File: src/rtl/imem_port_arbiter.sv
// imem_port_arbiter: shares a single-port instruction memory between the
// read-only fetch port and the read/write debug/loader port. Fetch has
// priority; a starvation counter forces a debug grant after STARVE_MAX
// consecutive denied debug cycles. Read responses are routed back to the
// issuing port one cycle after the grant.
// Optional feature: define IMEM_ARB_ALIGN_CHK_EN to reject misaligned
// accesses (accepted but not issued; error reported next cycle).
module imem_port_arbiter #(
  parameter int unsigned AW         = 32,
  parameter int unsigned DW         = 32,
  parameter int unsigned STARVE_MAX = 4
) (
  input  logic          clk,
  input  logic          rst,
  input  logic          f_req,
  input  logic [AW-1:0] f_addr,
  output logic          f_gnt,
  output logic          f_rvalid,
  output logic [DW-1:0] f_rdata,
  output logic          f_err,
  input  logic          d_req,
  input  logic          d_we,
  input  logic [AW-1:0] d_addr,
  input  logic [DW-1:0] d_wdata,
  output logic          d_gnt,
  output logic          d_rvalid,
  output logic [DW-1:0] d_rdata,
  output logic          d_err,
  output logic          mem_en,
  output logic          mem_we,
  output logic [AW-1:0] mem_addr,
  output logic [DW-1:0] mem_wdata,
  input  logic [DW-1:0] mem_rdata
);

  localparam logic [3:0] STARVE_LIM = 4'(STARVE_MAX);

  typedef enum logic [1:0] {
    OWN_NONE  = 2'd0,
    OWN_FETCH = 2'd1,
    OWN_DEBUG = 2'd2
  } owner_e;

  owner_e     owner_q;
  owner_e     owner_d;
  logic [3:0] starve_cnt;
  logic       f_err_q;
  logic       d_err_q;
  logic       mis;
  logic       issue;

  // Grant decision: fetch wins ties unless debug has been starved too long
  always_comb begin
    f_gnt = 1'b0;
    d_gnt = 1'b0;
    if (!rst) begin
      if (f_req && d_req) begin
        if (starve_cnt == STARVE_LIM) d_gnt = 1'b1;
        else                          f_gnt = 1'b1;
      end else begin
        f_gnt = f_req;
        d_gnt = d_req;
      end
    end
  end

`ifdef IMEM_ARB_ALIGN_CHK_EN
  // Misalignment of whichever request is granted this cycle
  always_comb begin
    mis = 1'b0;
    if (f_gnt)      mis = (f_addr[1:0] != 2'b00);
    else if (d_gnt) mis = (d_addr[1:0] != 2'b00);
  end
`else
  assign mis = 1'b0;
`endif

  assign issue = (f_gnt || d_gnt) && !mis;

  // Memory command mux; idle and suppressed cycles drive zeros
  always_comb begin
    mem_en    = issue;
    mem_we    = 1'b0;
    mem_addr  = '0;
    mem_wdata = '0;
    if (issue && f_gnt) begin
      mem_addr = f_addr;
    end else if (issue && d_gnt) begin
      mem_we    = d_we;
      mem_addr  = d_addr;
      mem_wdata = d_wdata;
    end
  end

  // Next owner: misaligned reads still claim a response slot for the error
  always_comb begin
    owner_d = OWN_NONE;
    if (f_gnt)              owner_d = OWN_FETCH;
    else if (d_gnt && !d_we) owner_d = OWN_DEBUG;
  end

  // Response owner, error flags and starvation counter
  always_ff @(posedge clk) begin
    if (rst) begin
      owner_q    <= OWN_NONE;
      f_err_q    <= 1'b0;
      d_err_q    <= 1'b0;
      starve_cnt <= '0;
    end else begin
      owner_q <= owner_d;
      f_err_q <= f_gnt && mis;
      d_err_q <= d_gnt && mis;
      if (d_req && !d_gnt)
        starve_cnt <= (starve_cnt == STARVE_LIM) ? starve_cnt : starve_cnt + 4'd1;
      else
        starve_cnt <= '0;
    end
  end

  // Responses are masked while in reset so an outstanding read is dropped
  always_comb begin
    f_rvalid = !rst && (owner_q == OWN_FETCH);
    d_rvalid = !rst && (owner_q == OWN_DEBUG);
    f_err    = !rst && f_err_q;
    d_err    = !rst && d_err_q;
    f_rdata  = (f_rvalid && !f_err_q) ? mem_rdata : '0;
    d_rdata  = (d_rvalid && !d_err_q) ? mem_rdata : '0;
  end

endmodule

File: config.mk
export PLATFORM = sky130hd
export DESIGN_NAME = imem_port_arbiter
export DESIGN_NICKNAME = d
export VERILOG_FILES = /design/src/rtl/imem_port_arbiter.sv
export SDC_FILE = /design/constraint.sdc
export NUM_CORES = 1
export LEC_CHECK = 0
export BUFFER_PORTS_ARGS = -buffer_cell sky130_fd_sc_hd__clkbuf_2
export CAP_MARGIN = 20
export CELL_PAD_IN_SITES_DETAIL_PLACEMENT = 1
export CELL_PAD_IN_SITES_GLOBAL_PLACEMENT = 1
export CORE_AREA = 2 2 105 107
export DETAILED_ROUTE_END_ITERATION = 6
export DIE_AREA = 0 0 107 109
export GPL_ROUTABILITY_DRIVEN = 0
export PLACE_DENSITY = 0.74
export SYNTH_ARGS = -nofsm -noshare
export SYNTH_HDL_FRONTEND = slang
export SYNTH_SLANG_ARGS = --single-unit
File: constraint.sdc
create_clock -name clk -period 3 [get_ports clk]
set_input_delay 0 -clock clk [delete_from_list [all_inputs] [get_ports clk]]
set_output_delay 0 -clock clk [all_outputs]
set_load 0.05 [all_outputs]
==> summary.md, run 1 <==
| Metric | Value |
|---|---|
| Run status | `complete, no violations` |
| Number of DRC violations after detailed routing | `0` |
| RSZ-0062 raised after global routing | `no` |
| Adder and majority cell fraction of the synthesized area | `0.0195` |
| Overall die area | `11700 µm²` |
| Reg-to-reg critical path startpoint | `starve_cnt[0]` |
| Critical Path, Cell by Cell | `inv_1 -> ha_1 -> and3b_4 -> o211a_4 -> a22o_1 -> clkbuf_2` |
| Synth top area cells | `sky130_fd_sc_hd__and2_1, sky130_fd_sc_hd__a22o_1, sky130_fd_sc_hd__dfxtp_1` |
| Standby leakage power | `0.00173 µW` |
| Global-route wire length before repair | `11.1 mm` |
| Post-synthesis sequential element count | `6` |
| Peak supply drop | `0.0000873 V` |
| Wirelength, routed | `7.66 mm` |
| Fraction of the yosys area taken by sequential cells | `0.0937` |
| Number of global-route vias before repair | `2178` |
| Routed length per instance | `13.3 µm` |
| Final setup TNS | `0 ns` |
| Net count reported at finish | `571` |
| Uppermost layer routed | `met4` |
| Synth Area in Compound Gates | `0.243` |
| Total number of H-tree levels | `1` |
| Crit-path max FO | `68` |
| M1 WL | `2.65 mm` |
| Number of buffers added by the clock tree synthesis step | `3` |
| CTS tree | `done` |
| Hold WC Path Type | `in2reg` |
| Final core occ | `0.262` |
| Total chip power | `634 µW` |
| Hold Crit Endpoint | `owner_q[0]` |
| Leftover overflow at the end of global routing | `0` |
| Final Cycle Share | `0.696` |
| Number of buffers on the longest clock path | `2` |
| Detail Placement HPWL | `6.95 mm` |
| DRT iter0 DRCs | `68` |
| Largest net degree at the start of global routing | `69` |
| Highest achievable clock rate | `479 MHz` |
| Number of rows created at floorplan | `38` |
| Kind of cell with the highest combined delay on the critical path | `compound AO/OA/AOI/OAI gates` |
| Main combinational cell family by area after synthesis | `simple AND/OR/NAND/NOR gates` |
| Clock Latency Late Sink | `0.22 ns` |
| Ant. Diodes | `0` |
| Maxcap violations | `0` |
| Cell Area, Synth | `1280 µm²` |
| Fraction of the mapped netlist area in simple logic gates | `0.532` |
| Clock-pin slew reported for the worst setup and hold paths after clock tree synthesis | `0.04 ns` |
| Number of search-and-repair iterations in the first detailed-routing pass | `4` |
| Fill cell total of the finished layout | `1375` |
| Final slew viol count | `0` |
| WL met2 | `4.05 mm` |
| Number of failing hold endpoints at the final stage | `0` |
| Multiplexer fraction of the synthesized cell area | `0` |
| Delay of the slowest critical-path stage | `0.55 ns` |
| Time the worst path needs with I/O delays and setup | `2.09 ns` |
| Sinks on Clock Net | `6` |
| Placeable core area | `10600 µm²` |
| Met3 wire len | `936 µm` |
| Number of warning messages in the yosys log | `0` |
| Cell with the biggest individual delay on the critical path | `sky130_fd_sc_hd__o211a_4` |
| Worst slack at placement | `1.10 ns` |
| Antenna-violating nets left | `0` |
| Bufs and invs on worst path | `2` |
| Total of endpoints with negative setup slack in the final report | `0` |
| Start-to-end type of the worst setup path | `reg2out` |
| Worst r2r path cells | `5` |
| Worst clock skew | `0.00141 ns` |
| Xor and xnor fraction of the mapped netlist area | `0.0137` |
| Synth area leader | `sky130_fd_sc_hd__and2_1` |
| Final worst-path setup slack | `0.913 ns` |
| Slew at the pin with the worst max-slew slack | `0.611 ns` |
| Post-Syn Area per Cell | `7.20 µm²` |
| Total I/O pin count | `269` |
| Antenna violations before repair | `0` |
| Cells after synthesis | `178` |
| Root buffer selected by CTS | `sky130_fd_sc_hd__clkbuf_8` |
| Synth-to-layout area growth | `116%` |
| Data arrival time of the worst path | `2.09 ns` |
| Pwr Density | `229 nW/µm²` |
| Number of distinct library cell variants in the gate-level netlist after synthesis | `23` |
| Endpoint of the worst register-to-register path | `owner_q[1]` |
| Overall global routing resource usage | `0.118` |
| Total of cells resized after clock tree synthesis | `0` |
| Initial core utilization | `0.121` |
| Critical Path Start Type | `register` |
| Kind of end point of the critical path | `output pin` |
| Yosys top cell area share | `0.473` |
| Routed vias | `2243` |
| Via/cell ratio | `3.91` |
| Instance count along the most critical hold path | `2` |
| DIE HEIGHT | `109 µm` |
| X dimension of the die | `107 µm` |
| Fraction of layout instances using a drive strength above 1 | `0.638` |
| Worst Path Required | `3.00 ns` |
| Min-delay src | `d_req` |
| Setup slack, reg-to-reg | `1.42 ns` |
| Rel. slew slack | `0.593` |
| Number of buffers inserted by port buffering | `266` |
-- layer usage --
metal | global-route usage | up-vias
met3 | 0.0406 | 2
met2 | 0.236 | 163
li1 | - | 1097
met1 | 0.123 | 981
met5 | 0 | -
met4 | 0.0102 | 0
-- logic make-up (layout without fill, tap and decap cells) --
logic type,after synthesis,after routing
AOI/OAI and AO/OA,35,35
buffers and inverters,23,278
DFF,6,6
and+or+nand+nor,109,109
xor gates and xnor gates,2,2
adders and majority gates,2,2
other,1,2
-- registers in the layout (all words and copies together) (netlist names) --
signal / flops
owner_q: 2
starve_cnt: 4
-- cells in the mapped netlist (all sizes together) --
cell and n:
or2 1, nor3b 2, a21oi 2, xnor2 1
ha 2, conb 1, clkbuf 8, or3b 1
buf 10, nand3 1, and3b 1, nor2 4
inv 5, o211a 1, dfxtp 6, nand2b 1
xor2 1, nor2b 1, and2 97, a22o 32
-- metrics by stage --
| step | area, µm² | instances | hold slack (ns) |
|---|---|---|---|
| 3_5_place_dp | 2720 | 570 | 0.219 |
| 4_1_cts | 2770 | 574 | 0.0448 |
| 2_1_floorplan | 1290 | 179 | 0.0716 |
| 3_3_place_gp | 2720 | 570 | 0.224 |
| 5_1_grt | 2770 | 574 | 0.0602 |
| 6_report | 2770 | 574 | 0.0517 |
-- power by group --
part           internal [µW]  switching (µW)
clock network           86.1            33.3
registers               82.1            1.27
logic                    135             297
total                    303             332
-- worst max-delay path by stage --
| stage | from | end | slack (ns) | cells past startpoint |
|---|---|---|---|---|
| 3_5_place_dp | starve_cnt[0] | mem_addr[9] | 1.10 | 6 |
| 5_1_grt | starve_cnt[0] | mem_addr[5] | 0.71 | 6 |
| 4_1_cts | starve_cnt[0] | mem_addr[9] | 0.86 | 6 |
| 2_1_floorplan | starve_cnt[0] | mem_addr[22] | 1.15 | 6 |
| 3_3_place_gp | starve_cnt[0] | mem_addr[6] | 1.14 | 6 |
| 6_report | starve_cnt[0] | mem_addr[2] | 0.91 | 6 |
-- cell type report --
type	instances	area, µm²	share of cell area
repair buffers	270	1360	0.492
inverters	5	18.8	0.00677
well taps	140	175	0.0632
multi-input cells	150	1050	0.380
clock buffers	3	41.3	0.0149
flip-flops and latches	6	120	0.0433
-- repair_timing --
action                                 in CTS  in global routing
hold buffers                                1                  0
buffers inserted                            0                  0
endpoints found under the hold margin       1                  0
-- cells in the final DEF, fill, tap and decap left out, types with 2 or more instances in the layout --
cell,synthesis,final
sky130_fd_sc_hd__a22o_1,32,32
sky130_fd_sc_hd__and2_1,97,97
sky130_fd_sc_hd__buf_4,2,3
sky130_fd_sc_hd__clkbuf_2,0,266
sky130_fd_sc_hd__clkbuf_8,0,3
sky130_fd_sc_hd__conb_1,1,2
sky130_fd_sc_hd__dfxtp_1,6,6
sky130_fd_sc_hd__ha_1,2,2
sky130_fd_sc_hd__inv_1,5,5
sky130_fd_sc_hd__nor2_1,4,4
sky130_fd_sc_hd__nor3b_2,0,2
-- worst register-to-register path, delay by kind of cell (launching register included) --
family | cells | cell delay, ns
buffers and inverters | 1 | 0.06
adder cells (fa/ha/maj) | 1 | 0.14
flip-flops | 1 | 0.33
AND/OR/NAND/NOR | 2 | 0.43
AO/OA/AOI/OAI | 1 | 0.55
Power figures use the tool's default switching activity.
==> run 2, diff against run 1 <==
CORE_AREA = 2 2 106 108   (was 2 2 105 107)
DIE_AREA = 0 0 108 110   (was 0 0 107 109)
PLACE_DENSITY = 0.73   (was 0.74)
clock period = 2 ns   (was 3 ns; I/O delays follow)
==> run 2 against run 1 <==
Effect of this change: design area up 11%; clock-buffer cell count did not move; clock skew increased by 0.0026 ns; sequential share of layout area decreased by 0.43 points; via count grew 1.6%; non-clock buffer count did not move; global-route usage increased by 0.34 points; highest routed layer is now met5; setup slack worse by 0.82 ns; wire length up 8.0%; largest cell class unchanged; combinational power grew 71%.
==> summary.md, run 2 (synthesis gave the netlist of run 1 again) <==
| Metric | Value |
|---|---|
| Number of buffers inserted by port buffering | `266` |
| Clock-pin slew reported for the worst setup and hold paths after clock tree synthesis | `0.04 ns` |
| Final worst-path setup slack | `0.0936 ns` |
| Worst slack at placement | `0.124 ns` |
| Largest net degree at the start of global routing | `35` |
| Placeable core area | `10700 µm²` |
| DRT iter0 DRCs | `80` |
| Critical Path Start Type | `register` |
| Clock Latency Late Sink | `0.22 ns` |
| Global-route wire length before repair | `11.3 mm` |
| Detail Placement HPWL | `7.10 mm` |
| Post-CTS setup buffers | `0` |
| Overall global routing resource usage | `0.121` |
| Antenna-violating nets left | `0` |
| Number of buffers on the longest clock path | `2` |
| Net count reported at finish | `572` |
| Wirelength, routed | `8.28 mm` |
| Most frequent standard cell in the layout excluding fill and tap cells | `sky130_fd_sc_hd__clkbuf_2` |
| Fraction of met3 tracks used by global routing | `0.0229` |
| Run status | `complete, no violations` |
| Number of rows created at floorplan | `38` |
| Standby leakage power | `0.00182 µW` |
| Final Instance Area | `3080 µm²` |
| Root buffer selected by CTS | `sky130_fd_sc_hd__clkbuf_8` |
| Number of search-and-repair iterations in the first detailed-routing pass | `4` |
| CTS tree | `done` |
| Fraction of layout instances using a drive strength above 1 | `0.639` |
| Maxcap violations | `0` |
| Hold WC Path Type | `in2reg` |
| Number of DRC violations after detailed routing | `0` |
| Routed length per instance | `14.4 µm` |
| Number of failing hold endpoints at the final stage | `0` |
| Total I/O pin count | `269` |
| Via/cell ratio | `3.96` |
| Start-to-end type of the worst setup path | `reg2out` |
| Crit-path max FO | `34` |
| Data arrival time of the worst path | `1.91 ns` |
| DIE HEIGHT | `110 µm` |
| Commonest cells after routing, fill and taps aside | `sky130_fd_sc_hd__clkbuf_2, sky130_fd_sc_hd__and2_1, sky130_fd_sc_hd__a22o_1, sky130_fd_sc_hd__buf_12, sky130_fd_sc_hd__buf_2` |
| Number of global-route vias before repair | `2217` |
| Pwr Density | `338 nW/µm²` |
| Total of endpoints with negative setup slack in the final report | `0` |
| Routing layer with the top usage in global route | `met2` |
| Number of flip-flops under the largest register name | `4` |
| Total number of H-tree levels | `1` |
| Registers with the most flip-flops | `starve_cnt: 4 flops, owner_q: 2 flops` |
| Synth-to-layout area growth | `140%` |
| Final core occ | `0.288` |
| Fill cell total of the finished layout | `1364` |
| Worst clock skew | `0.00397 ns` |
| Worst Path Required | `2.00 ns` |
| Time the worst path needs with I/O delays and setup | `1.91 ns` |
| X dimension of the die | `108 µm` |
| RSZ-0062 raised after global routing | `yes` |
| Final slew viol count | `0` |
| Kind of end point of the critical path | `output pin` |
| Initial core utilization | `0.120` |
| Leftover overflow at the end of global routing | `0` |
| DP Area | `2970 µm²` |
| Overall die area | `11900 µm²` |
| Fraction of met1 tracks used by global routing | `0.131` |
| Register bank with the most flops | `starve_cnt` |
| Total chip power | `1040 µW` |
| Number of buffers added by the clock tree synthesis step | `3` |
| Highest achievable clock rate | `525 MHz` |
| Antenna violations before repair | `1` |
| Peak supply drop | `0.000147 V` |
| Met2 usage | `0.250` |
| Routed vias | `2278` |
| Final Cycle Share | `0.953` |
| Ant. Diodes | `0` |
| Sinks on Clock Net | `6` |
| Final setup TNS | `0 ns` |
## run 2: worst max-delay path: stages, from the launching register on
cell,delay [ns]
sky130_fd_sc_hd__dfxtp_1,0.37
sky130_fd_sc_hd__inv_1,0.07
sky130_fd_sc_hd__ha_1,0.19
sky130_fd_sc_hd__and3b_4,0.21
sky130_fd_sc_hd__a21oi_2,0.20
sky130_fd_sc_hd__buf_12,0.21
sky130_fd_sc_hd__a22o_1,0.16
sky130_fd_sc_hd__buf_2,0.26
## run 2: power breakdown
part,leakage (µW),switching (µW),internal (µW)
Combinational,0.00175,463,275
Clock,0.0000216,49.2,129
Sequential,0.0000488,2.22,123
Total,0.00182,515,528
## run 2: worst paths after layout
kind / slack, ns / endpoint / start / depth (start not counted)
min: 0.1 / owner_q[0] / f_req / 3
max: 0.09 / mem_addr[19] / starve_cnt[0] / 7
min reg2reg: 0.46 / starve_cnt[0] / starve_cnt[0] / 1
max reg2reg: 0.50 / owner_q[1] / starve_cnt[0] / 5
## run 2: through the flow
stage | std cells | hold slack, ns
2_1_floorplan | 179 | 0.0716
3_3_place_gp | 570 | 0.234
3_5_place_dp | 570 | 0.228
4_1_cts | 574 | 0.000112
5_1_grt | 575 | 0.113
6_report | 575 | 0.0994
## run 2: routing by layer
metal / up-vias / wire length (µm)
met5: - / 7
met4: 2 / 29
met3: 4 / 925
met2: 160 / 4440
met1: 1010 / 2870
li1: 1102 / -
## run 2: cell type report
type	instances	area, µm²	area share
clock buffers	3	41.3	0.0134
inverters	5	18.8	0.00609
multi-input cells	151	1070	0.348
flip-flops and latches	6	120	0.0390
well taps	140	175	0.0569
repair buffers	270	1650	0.537
## run 2: what timing repair did
action	4_1_cts	5_1_grt
cloned	1	0
endpoints found under the hold margin	0	1
gates resized for setup	1	48
hold buffers	0	1
endpoints found under the setup margin	66	31
